[config.mk]
export PLATFORM = sky130hd
export DESIGN_NAME = exec_stage
export DESIGN_NICKNAME = d
export VERILOG_FILES = /design/src/rtl/exec_pkg.sv /design/src/rtl/seq_mult.sv /design/src/rtl/exec_stage.sv
export SDC_FILE = /design/constraint.sdc
export NUM_CORES = 1
export LEC_CHECK = 0
export BUFFER_PORTS_ARGS = -buffer_cell sky130_fd_sc_hd__buf_4
export CORE_MARGIN = 1
export CORE_UTILIZATION = 50
export CTS_CLUSTER_DIAMETER = 40
export DETAILED_ROUTE_END_ITERATION = 7
export HOLD_SLACK_MARGIN = 0.06
export MAX_ROUTING_LAYER = met4
export PLACE_DENSITY_LB_ADDON = 0.05
export SKIP_CTS_REPAIR_TIMING = 1
export SLEW_MARGIN = 20
export SYNTH_ARGS = -nofsm -noshare
export SYNTH_HDL_FRONTEND = slang
export SYNTH_SLANG_ARGS = --single-unit
[constraint.sdc]
create_clock -name clk -period 6.7 [get_ports clk]
set_input_delay 0 -clock clk [delete_from_list [all_inputs] [get_ports clk]]
set_output_delay 0 -clock clk [all_outputs]
set_load 0.03 [all_outputs]
[src/rtl/exec_pkg.sv]
// Shared types for the execute stage: ALU opcodes and control FSM states.
// No logic, no latency.
// No flow control; types only.
package exec_pkg;

    typedef enum logic [2:0] {
        OP_ADD = 3'd0,
        OP_SUB = 3'd1,
        OP_AND = 3'd2,
        OP_OR  = 3'd3,
        OP_XOR = 3'd4,
        OP_SLT = 3'd5,
        OP_NOR = 3'd6,
        OP_MUL = 3'd7
    } alu_op_e;

    typedef enum logic {
        ST_IDLE = 1'b0,
        ST_MUL  = 1'b1
    } state_e;

endpackage

[src/rtl/seq_mult.sv]
// Iterative shift-add multiplier, low XLEN bits of the product.
// Latency: start edge loads operands, done is asserted during the XLEN-th cycle after it.
// No backpressure: product is valid combinationally while done is high, for one cycle only.
module seq_mult #(
    parameter int XLEN = 32
) (
    input  logic            clk,
    input  logic            rst_n,
    input  logic            start,
    input  logic [XLEN-1:0] a,
    input  logic [XLEN-1:0] b,
    output logic            done,
    output logic [XLEN-1:0] product
);

    localparam int CW = $clog2(XLEN);
    localparam logic [CW-1:0] LAST = CW'(XLEN - 1);

    logic [XLEN-1:0] mcand_q;
    logic [XLEN-1:0] mplier_q;
    logic [XLEN-1:0] acc_q;
    logic [XLEN-1:0] acc_step;
    logic [CW-1:0]   cnt_q;
    logic            run_q;

    // The final step is folded into the done cycle so the caller captures it directly.
    assign acc_step = acc_q + (mplier_q[0] ? mcand_q : '0);
    assign done     = run_q && (cnt_q == LAST);
    assign product  = acc_step;

    always_ff @(posedge clk or negedge rst_n) begin
        if (!rst_n) begin
            mcand_q  <= '0;
            mplier_q <= '0;
            acc_q    <= '0;
            cnt_q    <= '0;
            run_q    <= 1'b0;
        end else if (start) begin
            mcand_q  <= a;
            mplier_q <= b;
            acc_q    <= '0;
            cnt_q    <= '0;
            run_q    <= 1'b1;
        end else if (run_q) begin
            acc_q    <= acc_step;
            mcand_q  <= mcand_q << 1;
            mplier_q <= mplier_q >> 1;
            cnt_q    <= cnt_q + 1'b1;
            if (done) begin
                run_q <= 1'b0;
            end
        end
    end

endmodule

[src/rtl/exec_stage.sv]
// Execute stage: ALU, branch target adder, iterative MUL behind a registered output slot.
// Latency: 1 cycle for ALU ops, XLEN+1 cycles for MUL.
// Backpressure: output slot holds while out_ready is low; in_ready drops while full or multiplying.
module exec_stage
    import exec_pkg::*;
#(
    parameter int XLEN    = 32,
    parameter int IMM_W   = 16,
    parameter int MULT_EN = 1
) (
    input  logic             clk,
    input  logic             rst_n,
    input  logic             in_valid,
    output logic             in_ready,
    input  logic [XLEN-1:0]  pc,
    input  logic [IMM_W-1:0] imm,
    input  logic [XLEN-1:0]  rs_val,
    input  logic [XLEN-1:0]  rt_val,
    input  logic             alu_src,
    input  logic [2:0]       alu_op,
    output logic             out_valid,
    input  logic             out_ready,
    output logic [XLEN-1:0]  alu_result,
    output logic [XLEN-1:0]  branch_target,
    output logic             zero,
    output logic             busy
);

    localparam bit MUL_ON = (MULT_EN != 0);
    localparam logic [XLEN-1:0] FOUR = XLEN'(4);

    state_e          state_q;
    state_e          state_d;
    alu_op_e         op;
    logic [XLEN-1:0] imm_sx;
    logic [XLEN-1:0] op_b;
    logic [XLEN-1:0] alu_comb;
    logic [XLEN-1:0] tgt_comb;
    logic [XLEN-1:0] prod;
    logic            slt;
    logic            is_mul;
    logic            accept;
    logic            mul_start;
    logic            mul_done;

    assign op       = alu_op_e'(alu_op);
    assign imm_sx   = {{(XLEN-IMM_W){imm[IMM_W-1]}}, imm};
    assign op_b     = alu_src ? imm_sx : rt_val;
    assign tgt_comb = pc + FOUR + {imm_sx[XLEN-3:0], 2'b00};
    assign slt      = $signed(rs_val) < $signed(op_b);
    assign is_mul   = MUL_ON && (op == OP_MUL);

    assign in_ready = (state_q == ST_IDLE) && (!out_valid || out_ready);
    assign accept   = in_valid && in_ready;
    assign busy     = (state_q == ST_MUL);

    always_comb begin
        alu_comb = rs_val + op_b;
        case (op)
            OP_SUB:  alu_comb = rs_val - op_b;
            OP_AND:  alu_comb = rs_val & op_b;
            OP_OR:   alu_comb = rs_val | op_b;
            OP_XOR:  alu_comb = rs_val ^ op_b;
            OP_SLT:  alu_comb = {{(XLEN-1){1'b0}}, slt};
            OP_NOR:  alu_comb = ~(rs_val | op_b);
            // ADD, and MUL when the multiplier is compiled out
            default: alu_comb = rs_val + op_b;
        endcase
    end

    always_comb begin
        state_d   = state_q;
        mul_start = 1'b0;
        case (state_q)
            ST_IDLE: begin
                if (accept && is_mul) begin
                    state_d   = ST_MUL;
                    mul_start = 1'b1;
                end
            end
            ST_MUL: begin
                if (mul_done) begin
                    state_d = ST_IDLE;
                end
            end
            default: state_d = ST_IDLE;
        endcase
    end

    always_ff @(posedge clk or negedge rst_n) begin
        if (!rst_n) begin
            state_q <= ST_IDLE;
        end else begin
            state_q <= state_d;
        end
    end

    seq_mult #(
        .XLEN(XLEN)
    ) u_mult (
        .clk    (clk),
        .rst_n  (rst_n),
        .start  (mul_start),
        .a      (rs_val),
        .b      (op_b),
        .done   (mul_done),
        .product(prod)
    );

    // A MUL accept only ever coincides with an empty or draining slot, so its
    // target can be written early and simply waits for the product.
    always_ff @(posedge clk or negedge rst_n) begin
        if (!rst_n) begin
            out_valid     <= 1'b0;
            alu_result    <= '0;
            branch_target <= '0;
            zero          <= 1'b0;
        end else if (mul_done) begin
            out_valid  <= 1'b1;
            alu_result <= prod;
            zero       <= (prod == '0);
        end else if (accept && !is_mul) begin
            out_valid     <= 1'b1;
            alu_result    <= alu_comb;
            branch_target <= tgt_comb;
            zero          <= (alu_comb == '0);
        end else begin
            if (accept) begin
                branch_target <= tgt_comb;
            end
            if (out_valid && out_ready) begin
                out_valid <= 1'b0;
            end
        end
    end

endmodule

# Word level (Yosys, flattened, before mapping)
# Cells that the tools add are included.
# word_totals
out_inout_bits	68
inputBits	120
regBits	169
# op_classes
reduce_logical	16
add_sub_neg	6
n_eq_ne	8
n_lt_le_gt_ge	1
bitwise	6
n_mux	26
# op_table
operator	n
$mux 32	12
$pmux 32 s6	1
$add 32x32->32	3
$logic_not 32->1	2
$add 32x3->32 const B	1
$and 32x32->32	1
$lt 32x32->1	1
$not 32->32	1
$or 32x32->32	1
$sub 32x32->32	1
$xor 32x32->32	1
$eq 3x3->1 const B	4
$mux 1	10
$mux 5	2
$eq 3x2->1 const B	2
$logic_and 1x1->1	6
$reduce_bool 2->1	3
$add 5x1->5 const B	1
$eq 5x5->1 const B	1
$eq 3x1->1 const B	1
$reduce_bool 3->1	1
$logic_not 1->1	2
$not 1->1	2
$pmux 1 s2	1
2 further kinds	2

# Logic depth before layout (Yosys ltp)
# logic_depth
ltp_word	8
depth_mapped	20
ltp_nobuf	18

# Modules after synthesis
# From an unflattened synthesis, not the netlist that was laid out.
# unflattened
hier_cells	2150
area_unflattened_um2	17151.4
# by_module_without_submodules
mod	instances	seq_area_each_um2	area_per_inst_um2	cells_each
exec_stage	1	1676.6	10724.0	1451
seq_mult	1	2552.4	6427.4	699

# Least setup slack after synthesis
# No wires, ideal clock.
# synth_timing
kind	input -> register
from	in alu_src
to	reg zero
setup_time_ns	0.069
arrival_time_ns	4.200
cell_stages	19
setup_slack_ns	2.431
cell_sequence	clkbuf_1 -> clkbuf_1 -> mux2_2 -> inv_1 -> ha_1 -> buf_2 -> a21o_1 -> a31o_2 -> a211oi_2 -> nor2_1 -> nor2_1 -> o21ai_0 -> a221o_1 -> a21oi_1 -> or4bb_1 -> or4_1 -> nor4b_2 -> nand3_1 -> nand3_1
# synth_between
elab_chain_cells	7
word_cells_on_any_way	12
# synth_rtl
element	line	text
start: declaration	exec_stage.sv:19	input logic alu_src,
$mux 32 *	exec_stage.sv:48	assign op_b = alu_src ? imm_sx : rt_val;
parallel branches: the longest is 2 deep, another holds $add 32x32->32	n/a	
$pmux 32 s6 *	exec_stage.sv:59	case (op)
$logic_not 32->1 *	exec_stage.sv:126	zero <= (alu_comb == '0);
$mux 1 *	exec_stage.sv:122	end else if (accept && !is_mul) begin
$mux 1 *	exec_stage.sv:118	end else if (mul_done) begin
end signal: assignment	exec_stage.sv:121	zero <= (prod == '0);
end signal: assignment	exec_stage.sv:126	
end: declaration	exec_stage.sv:25	output logic zero,
# Mark *: on every way between the ends. The select of a mux whose other input is x is not followed.
# A chain may end at the register's enable or synchronous reset.

# Final worst setup path
# layout_timing
from	reg u_mult.mplier_q[0]
to	reg zero
# layout_between
elab_chain_cells	4
# layout_rtl
element	line	text
start: declaration	seq_mult.sv:20	logic [XLEN-1:0] mplier_q;
start signal: assignment	seq_mult.sv:47	mplier_q <= mplier_q >> 1;
$mux 32	seq_mult.sv:27	assign acc_step = acc_q + (mplier_q[0] ? mcand_q : '0);
$add 32x32->32	seq_mult.sv:27	
$logic_not 32->1	exec_stage.sv:121	
$mux 1	exec_stage.sv:118	
# No other way between the ends.

==> impl_results.md <==
- Status: finished, violations left
- Violated checks: negative hold slack
- Root Buffer: clkbuf_16
- Core area: 32500 um2
- Hold Crit Class: primary input to flop
- CP Capture Point: zero$_DFFE_PN0P_
- Hold Vio Cnt, Final: 1
- Row cnt: 66
- Register area share after synthesis: 25.6%
- Dpl cell area: 18200 um2
- Commonest non-fill, non-tap cells in the layout: 208 x nand2_1, 208 x o21ai_0, 201 x buf_4
- Register bit count reported by yosys: 169
- Num ports: 188
- Crit path kind: flop to flop
- Vias/cell: 5.95
- CTS tree: done
- Final setup fails: 0
- Antenna violations before repair: 2
- IO buf count: 187
- Clock Path Buffers: 2
- CP arrival: 5480 ps
- Slew margin rel.: 35.7%
- Power per cell area: 341 nW/um2
- Layout cells sized above 1: 14.5%
- Total power: 6.65 mW
- Area grow syn2layout: 17.9%
- Clock Skews: 13.1 ps
- Post-synth EDFFs: 0
- Synth Cell Area: 16500 um2
- Multi-input gate area: 11300 um2
- Die W: 184 um
- Setup crit end kind: flop
- Routability cong.: 0.972
- Synth Instances: 2050
- Detail Placement HPWL: 39.8 mm
- Initial DRC count: 1419
- Post-DRT Antenna Nets: 0
- Fin Hold WS: -3.88 ps
- Wire length on met1: 26.2 mm
- MaxCap Viol Count: 0
- Met3 WL: 3.58 mm
- Worst-path clk slew: 80 ps
- Reg2reg start: u_mult.mplier_q[0]$_DFFE_PN0P_
- Initial Util: 50.8%
- Hold Path Stages: 5
- RSZ-0062 raised after global routing: false
- Pre-CTS setup slack: 1630 ps
- Maximum VDD drop: 0.345 mV
- Final Cell Area: 19500 um2
- H-tree Lvls: 4
- Fillcell total: 3021
- Top sig layer: met4
- Post-synth top flop: dfrtp_1
- Post-synth cell types: 85
- Height of the die: 184 um
- WL/cell: 20.3 um
- Nets: 2540
- Yosys warnings: 0
- Max Freq: 197 MHz
- Fin crit share: 75.9%
- Routed WL: 54.7 mm
- Final setup TNS: 0 ps
- Critical path peak fanout: 33
- Min setup slack post-route: 1620 ps
- R2r setup slk: 1620 ps
- Drt drc: 0
- Critical Path Start Type: flop
- Global Route Usage Sum: 32.9%
- FF-to-FF path depth: 16
- Routed vias: 16000
- Pleak: 9.29 nW
- Fin crit period: 5080 ps
- Reg area: 4230 um2
- Slew Limit Fails: 0
- Grt total ovfl: 0
- CP startpoint: u_mult.mplier_q[0]$_DFFE_PN0P_
- Largest net degree at the start of global routing: 103
- FF-to-FF End: zero$_DFFE_PN0P_
- TritonRoute pass-1 iters: 6
- Syn avg cell area: 8.06 um2
- Die Area: 33800 um2
- Post-Syn Nets: 2361
- First-pass GRT wire length: 83.3 mm
- Req. time, crit path: 7090 ps
- Vias in the first global route: 14700
- Worst slew pin tran: 965 ps
- Clk sinks: 169
- Async SR Flop Fraction: 100%
- TritonCTS Buffers: 17
- Clk Latency, worst-skew pair: 460 ps
- Met2 Wirelength: 23.9 mm
-- flip-flops by register name, indices dropped and copies added (netlist names), 5 cells and up --
register	count
branch_target	32
u_mult.cnt_q	5
u_mult.acc_q	32
u_mult.mplier_q	32
u_mult.mcand_q	32
alu_result	32
-- power breakdown --
group / switching (mW) / leakage [nW] / internal, mW
sequential: 0.399 / 2.10 / 1.49
combinational: 2.24 / 6.91 / 1.52
clock: 0.488 / 0.284 / 0.517
total: 3.12 / 9.29 / 3.52
-- metal layers --
layer	global-route usage, %	up-vias
li1	-	7672
met1	46.5	7693
met2	48.7	582
met3	5.45	59
met4	7.67	0
met5	-	-
-- kinds of logic after synthesis --
logic type               after synthesis  synth area share, %
AO/OA/AOI/OAI                        656                 25.0
XOR/XNOR                              66                 3.50
adder cells (fa/ha/maj)              191                 14.6
buffers and inverters                255                 5.89
flip-flops                           169                 25.6
multiplexers                         151                 9.53
AND/OR/NAND/NOR                      562                 15.8
-- worst max-delay path: stages, from the launching register on --
cell and delay, ps:
dfrtp_1 710, and2_1 330, ha_1 220, fa_1 460, a211oi_1 300, o21ai_1 160, nand3_1 160, a21oi_1 110
o31a_1 300, or3_1 320, a2111oi_0 480, nand4_1 160, a2111o_1 320, or4_1 400, nor4_1 230, nand4b_1 210
nand3_1 140
-- cell usage after synthesis (7+ instances only) --
cell type	number	area [um2]
clkbuf_1	90	338
o21ai_0	208	1040
xnor2_1	45	394
a22oi_1	18	135
nand3_1	26	130
a211oi_1	24	180
mux2i_1	100	1000
o31ai_1	10	75.1
and3_1	12	75.1
a21oi_1	171	856
and2_1	42	263
o22ai_1	13	81.3
buf_2	7	35.0
nand4_1	9	56.3
nand2b_1	19	119
a221oi_1	7	61.3
o221ai_1	13	114
nor2_1	151	567
nor2b_1	14	87.6
ha_1	187	2340
nor3_1	31	155
o31a_1	7	61.3
mux2_2	51	574
buf_1	15	56.3
o21bai_1	28	210
o211ai_1	16	120
a21o_1	36	270
nor4_1	8	50.1
a221o_1	9	90.1
nand2_1	209	785
dfrtp_1	169	4230
xor2_1	21	184
a31o_2	8	70.1
a31oi_1	15	93.8
inv_1	140	526
or3_1	10	62.6
-- through the flow --
stage / cells / util, %
after floorplan: 2050 / -
after CTS: 2613 / 57.6
after global placement: 2581 / 55.9
after global routing: 2686 / 59.9
final: 2688 / 59.9
after detailed placement: 2581 / 55.9
-- final cells by class --
class / instances / share of cell area [%]
antenna: 4 / 0.0514
clock buffer: 20 / 2.40
clock inverter: 12 / 0.559
inverter: 142 / 2.74
multi-input combinational: 1626 / 58.2
sequential: 169 / 21.7
tap: 442 / 2.84
timing repair buffer: 273 / 11.5
-- worst min path at each step --
| stage | start | end | slack, ps |
|---|---|---|---|
| 2_1_floorplan | rst_n | alu_result[0]$_DFFE_PN0P_ | -300 |
| 3_3_place_gp | rst_n | branch_target[30]$_DFFE_PN0P_ | 190 |
| 3_5_place_dp | rst_n | branch_target[31]$_DFFE_PN0P_ | 200 |
| 4_1_cts | rst_n | branch_target[27]$_DFFE_PN0P_ | -310 |
| 5_1_grt | rt_val[19] | u_mult.mplier_q[19]$_DFFE_PN0P_ | 70 |
| 6_report | rt_val[19] | u_mult.mplier_q[19]$_DFFE_PN0P_ | -4 |
Power figures use the tool's default switching activity.
